### src/rtl/ahblite_pkg.sv
// Shared AHB-Lite encodings and the DE10-Lite memory map.
package ahblite_pkg;

    typedef enum logic [1:0] {
        HTRANS_IDLE   = 2'b00,
        HTRANS_BUSY   = 2'b01,
        HTRANS_NONSEQ = 2'b10,
        HTRANS_SEQ    = 2'b11
    } htrans_t;

    localparam logic HRESP_OKAY  = 1'b0;
    localparam logic HRESP_ERROR = 1'b1;

    // HADDR[31:24] match values for the default slave slots
    localparam logic [7:0] MAP_ROM  = 8'h00;
    localparam logic [7:0] MAP_RAM  = 8'h20;
    localparam logic [7:0] MAP_LED  = 8'h50;
    localparam logic [7:0] MAP_UART = 8'h51;

    typedef enum logic [1:0] {
        DS_IDLE = 2'b00,
        DS_ERR1 = 2'b01,
        DS_ERR2 = 2'b10
    } ds_state_t;

    // NONSEQ and SEQ are the only transfer types that demand a response
    function automatic logic trans_active(input logic [1:0] htrans);
        return (htrans == HTRANS_NONSEQ) || (htrans == HTRANS_SEQ);
    endfunction

endpackage

### src/rtl/ahblite_default_slave.sv
// Default slave: answers accesses to unmapped space with a two-cycle ERROR.
module ahblite_default_slave
    import ahblite_pkg::*;
(
    input  logic       HCLK,
    input  logic       HRESETn,
    input  logic       HSEL,
    input  logic [1:0] HTRANS,
    input  logic       HREADY,
    output logic       HREADYOUT,
    output logic       HRESP
);

    ds_state_t state;
    ds_state_t state_next;

    // State register, cleared asynchronously by reset
    always_ff @(posedge HCLK or negedge HRESETn) begin
        if (!HRESETn) begin
            state <= DS_IDLE;
        end else begin
            state <= state_next;
        end
    end

    // Next-state: start an ERROR for each active transfer into unmapped space
    always_comb begin
        state_next = state;
        unique case (state)
            DS_IDLE: begin
                if (HREADY && HSEL && trans_active(HTRANS)) begin
                    state_next = DS_ERR1;
                end
            end
            DS_ERR1: begin
                state_next = DS_ERR2;
            end
            DS_ERR2: begin
                if (HSEL && trans_active(HTRANS)) begin
                    state_next = DS_ERR1;
                end else begin
                    state_next = DS_IDLE;
                end
            end
            default: begin
                state_next = DS_IDLE;
            end
        endcase
    end

    // Outputs: wait then complete with ERROR; OKAY with zero wait otherwise
    always_comb begin
        HREADYOUT = 1'b1;
        HRESP     = HRESP_OKAY;
        unique case (state)
            DS_ERR1: begin
                HREADYOUT = 1'b0;
                HRESP     = HRESP_ERROR;
            end
            DS_ERR2: begin
                HREADYOUT = 1'b1;
                HRESP     = HRESP_ERROR;
            end
            default: begin
                HREADYOUT = 1'b1;
                HRESP     = HRESP_OKAY;
            end
        endcase
    end

endmodule

### src/rtl/ahblite_decode_mux.sv
// AHB-Lite address decoder and slave response multiplexer with default slave.
module ahblite_decode_mux
    import ahblite_pkg::*;
#(
    parameter int unsigned                 NUM_SLAVES = 4,
    parameter logic [8*NUM_SLAVES-1:0]     SLOT_BASE  = {MAP_UART, MAP_LED, MAP_RAM, MAP_ROM}
) (
    input  logic                     HCLK,
    input  logic                     HRESETn,
    input  logic [31:0]              HADDR,
    input  logic [1:0]               HTRANS,
    output logic [NUM_SLAVES-1:0]    HSEL_S,
    input  logic [32*NUM_SLAVES-1:0] HRDATA_S,
    input  logic [NUM_SLAVES-1:0]    HREADYOUT_S,
    input  logic [NUM_SLAVES-1:0]    HRESP_S,
    output logic [31:0]              HRDATA,
    output logic                     HREADY,
    output logic                     HRESP
);

    logic [NUM_SLAVES-1:0] addr_sel;
    logic                  unmapped;
    logic [NUM_SLAVES:0]   data_sel;
    logic                  ds_ready;
    logic                  ds_resp;
    logic [31:0]           mux_rdata;
    logic                  mux_ready;
    logic                  mux_resp;
    logic                  unused_addr_bits;

    assign unused_addr_bits = ^HADDR[23:0];

    // Address-phase decode; the lowest matching slot wins on overlap
    always_comb begin
        logic found;
        found    = 1'b0;
        addr_sel = '0;
        for (int unsigned i = 0; i < NUM_SLAVES; i++) begin
            if (!found && (HADDR[31:24] == SLOT_BASE[8*i +: 8])) begin
                addr_sel[i] = 1'b1;
                found       = 1'b1;
            end
        end
    end

    assign unmapped = ~|addr_sel;
    assign HSEL_S   = addr_sel;

    // Data-phase select: captured when the bus advances, frozen during stalls
    always_ff @(posedge HCLK or negedge HRESETn) begin
        if (!HRESETn) begin
            data_sel <= '0;
        end else if (HREADY) begin
            data_sel <= {unmapped, addr_sel};
        end
    end

    ahblite_default_slave u_default_slave (
        .HCLK      (HCLK),
        .HRESETn   (HRESETn),
        .HSEL      (unmapped),
        .HTRANS    (HTRANS),
        .HREADY    (HREADY),
        .HREADYOUT (ds_ready),
        .HRESP     (ds_resp)
    );

    // Response mux; an all-zero select returns an idle OKAY
    always_comb begin
        mux_rdata = '0;
        mux_ready = 1'b1;
        mux_resp  = HRESP_OKAY;
        if (data_sel[NUM_SLAVES]) begin
            mux_ready = ds_ready;
            mux_resp  = ds_resp;
        end
        for (int unsigned i = 0; i < NUM_SLAVES; i++) begin
            if (data_sel[i]) begin
                mux_rdata = HRDATA_S[32*i +: 32];
                mux_ready = HREADYOUT_S[i];
                mux_resp  = HRESP_S[i];
            end
        end
    end

    assign HRDATA = mux_rdata;
    assign HREADY = mux_ready;
    assign HRESP  = mux_resp;

endmodule

### config.mk
export PLATFORM = sky130hd
export DESIGN_NAME = ahblite_decode_mux
export DESIGN_NICKNAME = d
export VERILOG_FILES = /design/src/rtl/ahblite_pkg.sv /design/src/rtl/ahblite_default_slave.sv /design/src/rtl/ahblite_decode_mux.sv
export SDC_FILE = /design/constraint.sdc
export NUM_CORES = 1
export LEC_CHECK = 0
export CAP_MARGIN = 30
export CORE_AREA = 2 2 81 83
export CTS_CLUSTER_DIAMETER = 80
export CTS_CLUSTER_SIZE = 30
export DETAILED_ROUTE_END_ITERATION = 16
export DIE_AREA = 0 0 83 85
export PLACE_DENSITY = 0.82
export SLEW_MARGIN = 20
export SYNTH_ARGS = -nofsm -noshare
export SYNTH_HDL_FRONTEND = slang
export SYNTH_HIERARCHICAL = 1
export SYNTH_SLANG_ARGS = --single-unit
### constraint.sdc
create_clock -name HCLK -period 5.7 [get_ports HCLK]
set_input_delay 0.855 -clock HCLK [delete_from_list [all_inputs] [get_ports HCLK]]
set_output_delay 0.855 -clock HCLK [all_outputs]
set_load 0.02 [all_outputs]
# Word-level counts from Yosys, hierarchy flattened
# Index checks and enable logic that the tools add are counted.
classes:
  n_mul: 0
  n_reduce_logical: 15
  n_div: 0
  n_shift: 0
  bitwise: 0
  muxes: 25
  n_addsub: 0
  eq_ne: 8
  n_lt_le_gt_ge: 0
ops:
  columns: ["cell", "n"]
  rows:
  - ["$mux W32", 4]
  - ["$mux W1", 19]
  - ["$eq A8 B7 Y1 const B", 2]
  - ["$eq A8 B6 Y1 const B", 1]
  - ["$logic_not A8 Y1", 1]
  - ["$eq A2 B2 Y1 const B", 3]
  - ["$logic_and A1 B1 Y1", 6]
  - ["$pmux W2 S3", 1]
  - ["$logic_not A1 Y1", 4]
  - ["$reduce_or A4 Y1", 1]
  - ["$eq A2 B1 Y1 const B", 1]
  - ["$logic_not A2 Y1", 1]
  - ["$mux W2", 1]
  - ["$ne A2 B1 Y1 const B", 1]
  - ["$reduce_or A2 Y1", 1]
  - ["$logic_or A1 B1 Y1", 1]
word_totals:
  register_bits: 7
  output_inout_bits: 38
  inputBits: 172
  memories: 0
  romBits: 0
  ram_bits: 0
  latchBits: 0

# Depth between registers and ports, before layout
# Gate-level depths: netlist (run 1).
logic_depth:
  word_depth: 17
  mapped_depth: 10
  depth_no_buf: 10

# Cells and area by module
# Netlist (run 1), hierarchy kept.
by_module_without_submodules:
  columns: ["module", "n_inst", "seq_area_each_um2", "area_each_um2", "cells_each"]
  rows:
  - ["ahblite_decode_mux", 1, 125.1, 1337.5, 191]
  - ["ahblite_default_slave", 1, 50.0, 182.7, 18]

# Worst setup path after synthesis (run 1)
# No wires, ideal clock.
synth_path:
  kind: "input-to-output"
  start: "in HADDR[25]"
  end: "out HSEL_S[0]"
  path_slack_ps: 3234
  required_time_ps: 4845
  t_arrival_ps: 1611
  cell_stages: 3
  n_path_buf: 0
  path_cell_list: "nor4_2 -> nand2_1 -> nor2_1"
synth_between:
  elab_chain_len: 2
synth_lines:
  columns: ["item", "line", "rtl"]
  rows:
  - ["start, declared", "ahblite_decode_mux.sv:10", "input logic [31:0] HADDR,"]
  - ["$logic_not A8 Y1", "ahblite_decode_mux.sv:39", "if (!found && (HADDR[31:24] == SLOT_BASE[8*i +: 8])) begin"]
  - ["$mux W1", "ahblite_decode_mux.sv:39", null]
  - ["end, declared", "ahblite_decode_mux.sv:12", "output logic [NUM_SLAVES-1:0] HSEL_S,"]
# No other way between the ends.

# Worst setup path in the final report (run 1)
layout_path:
  start: "in HREADYOUT_S[0]"
  end: "out HREADY"
layout_between:
  elab_chain_len: 4
layout_lines:
  columns: ["item", "line", "rtl"]
  rows:
  - ["start, declared", "ahblite_decode_mux.sv:14", "input logic [NUM_SLAVES-1:0] HREADYOUT_S,"]
  - ["$mux W1 (4 in a row)", "ahblite_decode_mux.sv:78", "if (data_sel[i]) begin"]
  - ["end, declared", "ahblite_decode_mux.sv:17", "output logic HREADY,"]
# No other way between the ends.

==> flow_summary_export.csv, run 1 <==
group,metric,value,unit
die,fp.coreArea,6200,um^2
global_route,antenna_found_initial,0,
pwr,vdd_drop_max,0.0881,mV
synthesis,syn_avg_cell_area,7.27,um^2
setup_path,cp.arrival,2.64,ns
sta,rsz0062_at_grt,"false",
place,io_buffers,184,
synthesis,synth_warnings,6,
setup_path,endpoint_kind,"primary output",
clock_network,cts_tree,"built",
clock_network,postCtsHoldBufs,0,
sta,fin_crit,3.49,ns
sta,finalMaxSlewViolations,0,
run_status,status,"finished clean",
clock_network,h-tree-depth,1,
synthesis,synth.ff_latch_count,7,
synthesis,synth_most_common_cell,"nand2_1",
finish,nets,557,
global_route,grt_pass1_wl,11300,um
sta,fin_crit_sh,61.3,%
finish,final_area,3460,um^2
die,std_cell_rows,29,
clock_network,cts_setup_buffers,0,
sta,finalClockSkew,0.00287,ns
route,vias,2373,
finish,drive_gt1_share,5.28,%
run,max-cap-violations,0,
route,drt_iter0_drc,93,
sta,fmax,286,MHz
die,pin_count,210,
setup_path,critPathMaxFanout,5,
synthesis,synth_edf_count,0,
pwr,p_total,0.390,mW
pwr,p_leak,1.21,nW
synthesis,synth_cell_types,29,
setup_path,critPathKind,"in2out",
global_route,grt_pass1_vias,2472,
route,dr.pass1.iters,4,
setup_path,crit_required,4.85,ns
clock_network,cts-root-buf,"clkbuf_8",
global_route,grt_max_degree,70,
sta,fin_setup_tns,0,ns
synthesis,synth_area,1520,um^2
finish,syn2layout_area_growth,128,%
clock_network,cts.clk_slew.worst_paths,0.04,ns
finish,final_util,55.8,%
clock_network,worstSkewPairLatency,0.23,ns
global_route,overflow,0,
clock_network,cts_resized,0,
global_route,track_usage,19.0,%
clock_network,clock_path_buffers,2,
die,die_w,83,um
place,placed_area,3390,um^2
setup_path,rr_worst_depth,7,
setup_path,start_kind,"input pin",
synthesis,synth_ff_type,"dfrtp_1",
die,die_y,85,um
pwr,power_density,113,nW/um^2
clock_network,cts_buffers,3,
route,ant_nets,0,
synthesis,synthesis.nets,386,
min_path,hp-class,"reg2reg",
route,detail_route.vias_per_cell,5.20,
route,post-route-drc-count,0,
die,initial_utilization,24.5,%
synthesis,synth_area_leaders,"a221oi_1 (17%), o31ai_1 (15%), nor2b_1 (13%)",
finish,n_antenna_cell,0,
synthesis,yosys.area.top_type,"a221oi_1",
synthesis,ys_seq_area_share,11.5,%
die,die_area,7060,um^2
min_path,min_path_cells,1,
sta,max_slew.worst_pin.slew,0.604,ns
synthesis,netlist_instances,209,
clock_network,cts.sink_count,7,
place,globalplace.congestion,0.825,
route,wirelength,7090,um
sta,setup_violations,0,
synthesis,synth-async-reset-ratio,100,%
sta,relSlewSlack,59.8,%
route,wl_per_cell,15.5,um
place,hpwl,5520,um
synthesis,synthTopCellsByCount,"nand2_1 (39), nor2b_1 (32), o31ai_1 (31), a221oi_1 (30), buf_2 (12)",
sta,finalHoldViolCount,0,
synthesis,yosysTopAreaCellShare,17.3,%
[kinds of logic (layout without fill, tap and decap cells)]
kind of cell    after synthesis  in the layout  share of synthesized area, %
compound gates               78             78                          41.2
fa+ha+maj                     5              5                          4.12
buf+inv                      27            197                          7.65
flops                         7              7                          11.5
mux                           5              5                          4.94
simple gates                 87             87                          30.6
[power by group]
group          leakage, nW  switching [mW]  total [mW]  internal, mW
Sequential          0.0870         0.00895      0.0652        0.0562
Clock               0.0228          0.0221      0.0706        0.0485
Combinational         1.10          0.0954       0.254         0.159
[metal layers]
layer | share of wire, % | wire length, um | vias to the layer above | global-route usage, %
met5 | 0 | 0 | - | 0
met2 | 52 | 3680 | 136 | 36.3
met3 | 8.5 | 602 | 6 | 4.47
met1 | 38 | 2720 | 1094 | 21.0
met4 | 1.2 | 85 | 0 | 5.22
li1 | - | - | 1137 | -
[through the flow]
stage | hold slack [ns] | instances | setup WS (ns)
floorplan | 0.494 | 209 | 3.23
global placement | 0.545 | 451 | 2.21
detailed placement | 0.564 | 451 | 2.22
CTS | 0.580 | 455 | 2.19
global route | 0.586 | 456 | 2.09
finish | 0.573 | 456 | 2.21
[worst max-delay path, cell delays in order]
cell	delay (ns)
clkdlybuf4s50_1	0.45
and2b_1	0.19
o31ai_4	0.23
a22oi_4	0.13
inv_1	0.15
clkdlybuf4s50_1	0.62
[sequential cells by signal, indices dropped and copies added (netlist names)]
name / flops
u_default_slave/state: 2
data_sel: 5
[placed cells by master, fill, tap and decap left out]
cell and instances:
nor3b_2 1, a31o_1 1, a221oi_1 30, ha_1 5
clkbuf_1 1, nand2_1 39, nor3_1 1, and2b_1 1
o21ai_0 1, buf_4 3, inv_1 4, a21oi_1 9
clkinv_1 1, dfrtp_1 5, buf_16 1, nand3b_1 3
nor2b_1 31, clkdlybuf4s50_1 184, and3_1 1, nor2_1 1
mux2_4 5, a31oi_1 1, o31ai_4 1, o21ai_1 2
nor2b_2 1, a211oi_2 1, nor4_2 1, dfrtp_2 2
a22oi_4 1, o31ai_1 31, nand2b_1 2, and3b_1 3
clkbuf_8 3, nand3_1 2
[worst paths after layout]
check                                from                        to  slack (ns)
hold reg to reg               data_sel[4]               data_sel[4]        0.57
min in group asynchronous         HRESETn               data_sel[1]        0.89
setup reg to reg              data_sel[3]  u_default_slave/state[1]        3.34
hold / removal                data_sel[4]               data_sel[4]        0.57
setup / recovery           HREADYOUT_S[0]                    HREADY        2.21
max in group asynchronous         HRESETn               data_sel[2]        4.55
[final cells by class]
type	instances	area [um^2]
fillers	569	2740
flip-flops and latches	7	178
well taps	77	96.3
multi-input cells	175	1230
clock buffers	4	45.0
repair buffers	188	1890
inverters	5	18.8
No activity file was read; power rests on OpenSTA's default activity.
==> run 2: changes to the inputs <==
Settings changed: CORE_AREA 2 2 81 83 to not set, CORE_ASPECT_RATIO set to 1.75, CORE_UTILIZATION set to 23, DIE_AREA 0 0 83 85 to not set, PLACE_DENSITY 0.82 to 0.8.
Clock period 5.7 ns to 3.1 ns, I/O delays scaled along.
==> run 2 against run 1 <==
Net effect:
- design area is 0.11% higher
- clock power rose by 80%
- via count is 1.6% lower
- die area shrank 1.5%
- critical endpoint is now HRDATA[10]
- non-clock buffer count is 1 higher
- largest cell class unchanged
- final cell count rose by 0.88%
- wire length is 3.9% higher
==> flow_summary_export.csv, run 2 (same netlist as run 1, synthesis figures left out) <==
group,metric,value,unit
route,wirelength,7360,um
clock_network,worstSkewPairLatency,0.22,ns
finish,nets,558,
global_route,antenna_found_initial,0,
sta,fin_crit,2.84,ns
global_route,grt_max_degree,40,
die,fp.coreArea,6280,um^2
route,dr.pass1.iters,4,
global_route,overflow,0,
finish,n_antenna_cell,0,
setup_path,critPathKind,"reg2out",
route,detail_route.vias_per_cell,5.08,
sta,relSlewSlack,56.5,%
die,initial_utilization,24.2,%
die,pin_count,210,
route,ant_nets,0,
die,std_cell_rows,38,
run_status,status,"finished clean",
route,wl_per_cell,16.0,um
clock_network,h-tree-depth,1,
finish,final_util,55.2,%
clock_network,cts_tree,"built",
clock_network,cts_buffers,3,
clock_network,cts.sink_count,7,
global_route,grt_pass1_wl,10700,um
pwr,vdd_drop_max,0.344,mV
setup_path,rr_worst_depth,8,
die,die_y,110,um
die,die_w,63.5,um
clock_network,cts.clk_slew.worst_paths,0.04,ns
sta,max_slew.worst_pin.slew,0.652,ns
finish,largest_register_ffs,5,
finish,largest-register,"data_sel",
finish,final_cell_mix,"clkdlybuf4s50_1 (184), nand2_1 (39), nor2b_1 (31), o31ai_1 (31), a221oi_1 (30)",
sta,setup_slack,0.256,ns
place,dp_cells,456,
place,hpwl,5840,um
run,max-cap-violations,0,
setup_path,crit_required,2.63,ns
place,dp_slack,0.372,ns
global_route,grt_pass1_vias,2208,
route,vias,2335,
finish,drive_gt1_share,5.53,%
finish,final_common_cell,"clkdlybuf4s50_1",
pwr,p_leak,1.21,nW
global_route,track_usage,19.3,%
sta,finalClockSkew,0.000264,ns
route,drt_iter0_drc,159,
sta,setup_violations,0,
sta,rsz0062_at_grt,"false",
pwr,power_density,203,nW/um^2
finish,syn2layout_area_growth,128,%
setup_path,critPathMaxFanout,30,
finish,stdcell_count,460,
die,die_area,6950,um^2
sta,fin_crit_sh,91.8,%
sta,hold_ws,0.508,ns
sta,finalHoldViolCount,0,
setup_path,ff2ff_setup_slack,1.05,ns
finish,reg_top3,"data_sel x5, u_default_slave/state x2",
clock_network,clock_path_buffers,2,
clock_network,cts_setup_buffers,0,
place,globalplace.congestion,0.760,
finish,fill_cells,579,
place,io_buffers,184,
sta,fin_setup_tns,0,ns
setup_path,start_kind,"flop",
route,post-route-drc-count,0,
setup_path,reg2reg_to,"u_default_slave/state[1]",
sta,finalMaxSlewViolations,0,
sta,fmax,352,MHz
clock_network,cts_resized,0,
clock_network,postCtsHoldBufs,0,
clock_network,cts-root-buf,"clkbuf_8",
setup_path,endpoint_kind,"primary output",
setup_path,cp.arrival,2.38,ns
setup_path,rr_startpoint,"data_sel[1]",
min_path,hp-class,"in2async",
-- run 2: cell count changes in the layout (fill, tap and decap cells not counted), sizes merged --
cell / previous run / this run
buf: 4 / 5
-- run 2: stage by stage --
stage	instance area (um^2)	total power [mW]
final	3460	0.705
after global routing	3460	0.747
after detailed placement	3420	0.580
after CTS	3460	0.714
after floorplan	1520	0.309
after global placement	3420	0.571
-- run 2: routing by layer --
metal	track usage (%)	share of wire [%]	up-vias
met4	5.19	1.4	0
met3	4.15	8.8	12
met5	0	0	-
met1	20.7	37	1052
li1	-	-	1136
met2	37.2	53	135
-- run 2: how the worst max path moves through the flow --
| stage | startpoint | to | slack [ns] | cells after the start |
|---|---|---|---|---|
| finish | data_sel[0] | HRDATA[10] | 0.26 | 5 |
| CTS | data_sel[0] | HRDATA[10] | 0.23 | 5 |
| global placement | HREADYOUT_S[0] | HREADY | 0.37 | 6 |
| detailed placement | HREADYOUT_S[0] | HREADY | 0.37 | 6 |
| global route | data_sel[0] | HRDATA[10] | 0.17 | 5 |
| floorplan | u_default_slave/state[0] | HRESP | 1.12 | 6 |
-- run 2: cell type report --
cell class / instances / area (um^2) / area share [%]
multi-input cells: 175 / 1230 / 35.5
repair buffers: 189 / 1890 / 54.6
clock buffers: 4 / 45.0 / 1.30
inverters: 5 / 18.8 / 0.542
flip-flops and latches: 7 / 178 / 5.13
well taps: 80 / 100 / 2.89
-- run 2: worst max-delay path, cell delays in order, from the launching register on --
cell and delay (ns):
dfrtp_1 0.48, nor2b_2 0.19, buf_4 0.34, a221oi_1 0.13, o31ai_1 0.33, clkdlybuf4s50_1 0.67
-- run 2: power breakdown --
| part | switching [mW] | internal, mW |
|---|---|---|
| clock network | 0.0384 | 0.0889 |
| registers | 0.0154 | 0.103 |
| logic | 0.169 | 0.290 |
| total | 0.222 | 0.482 |
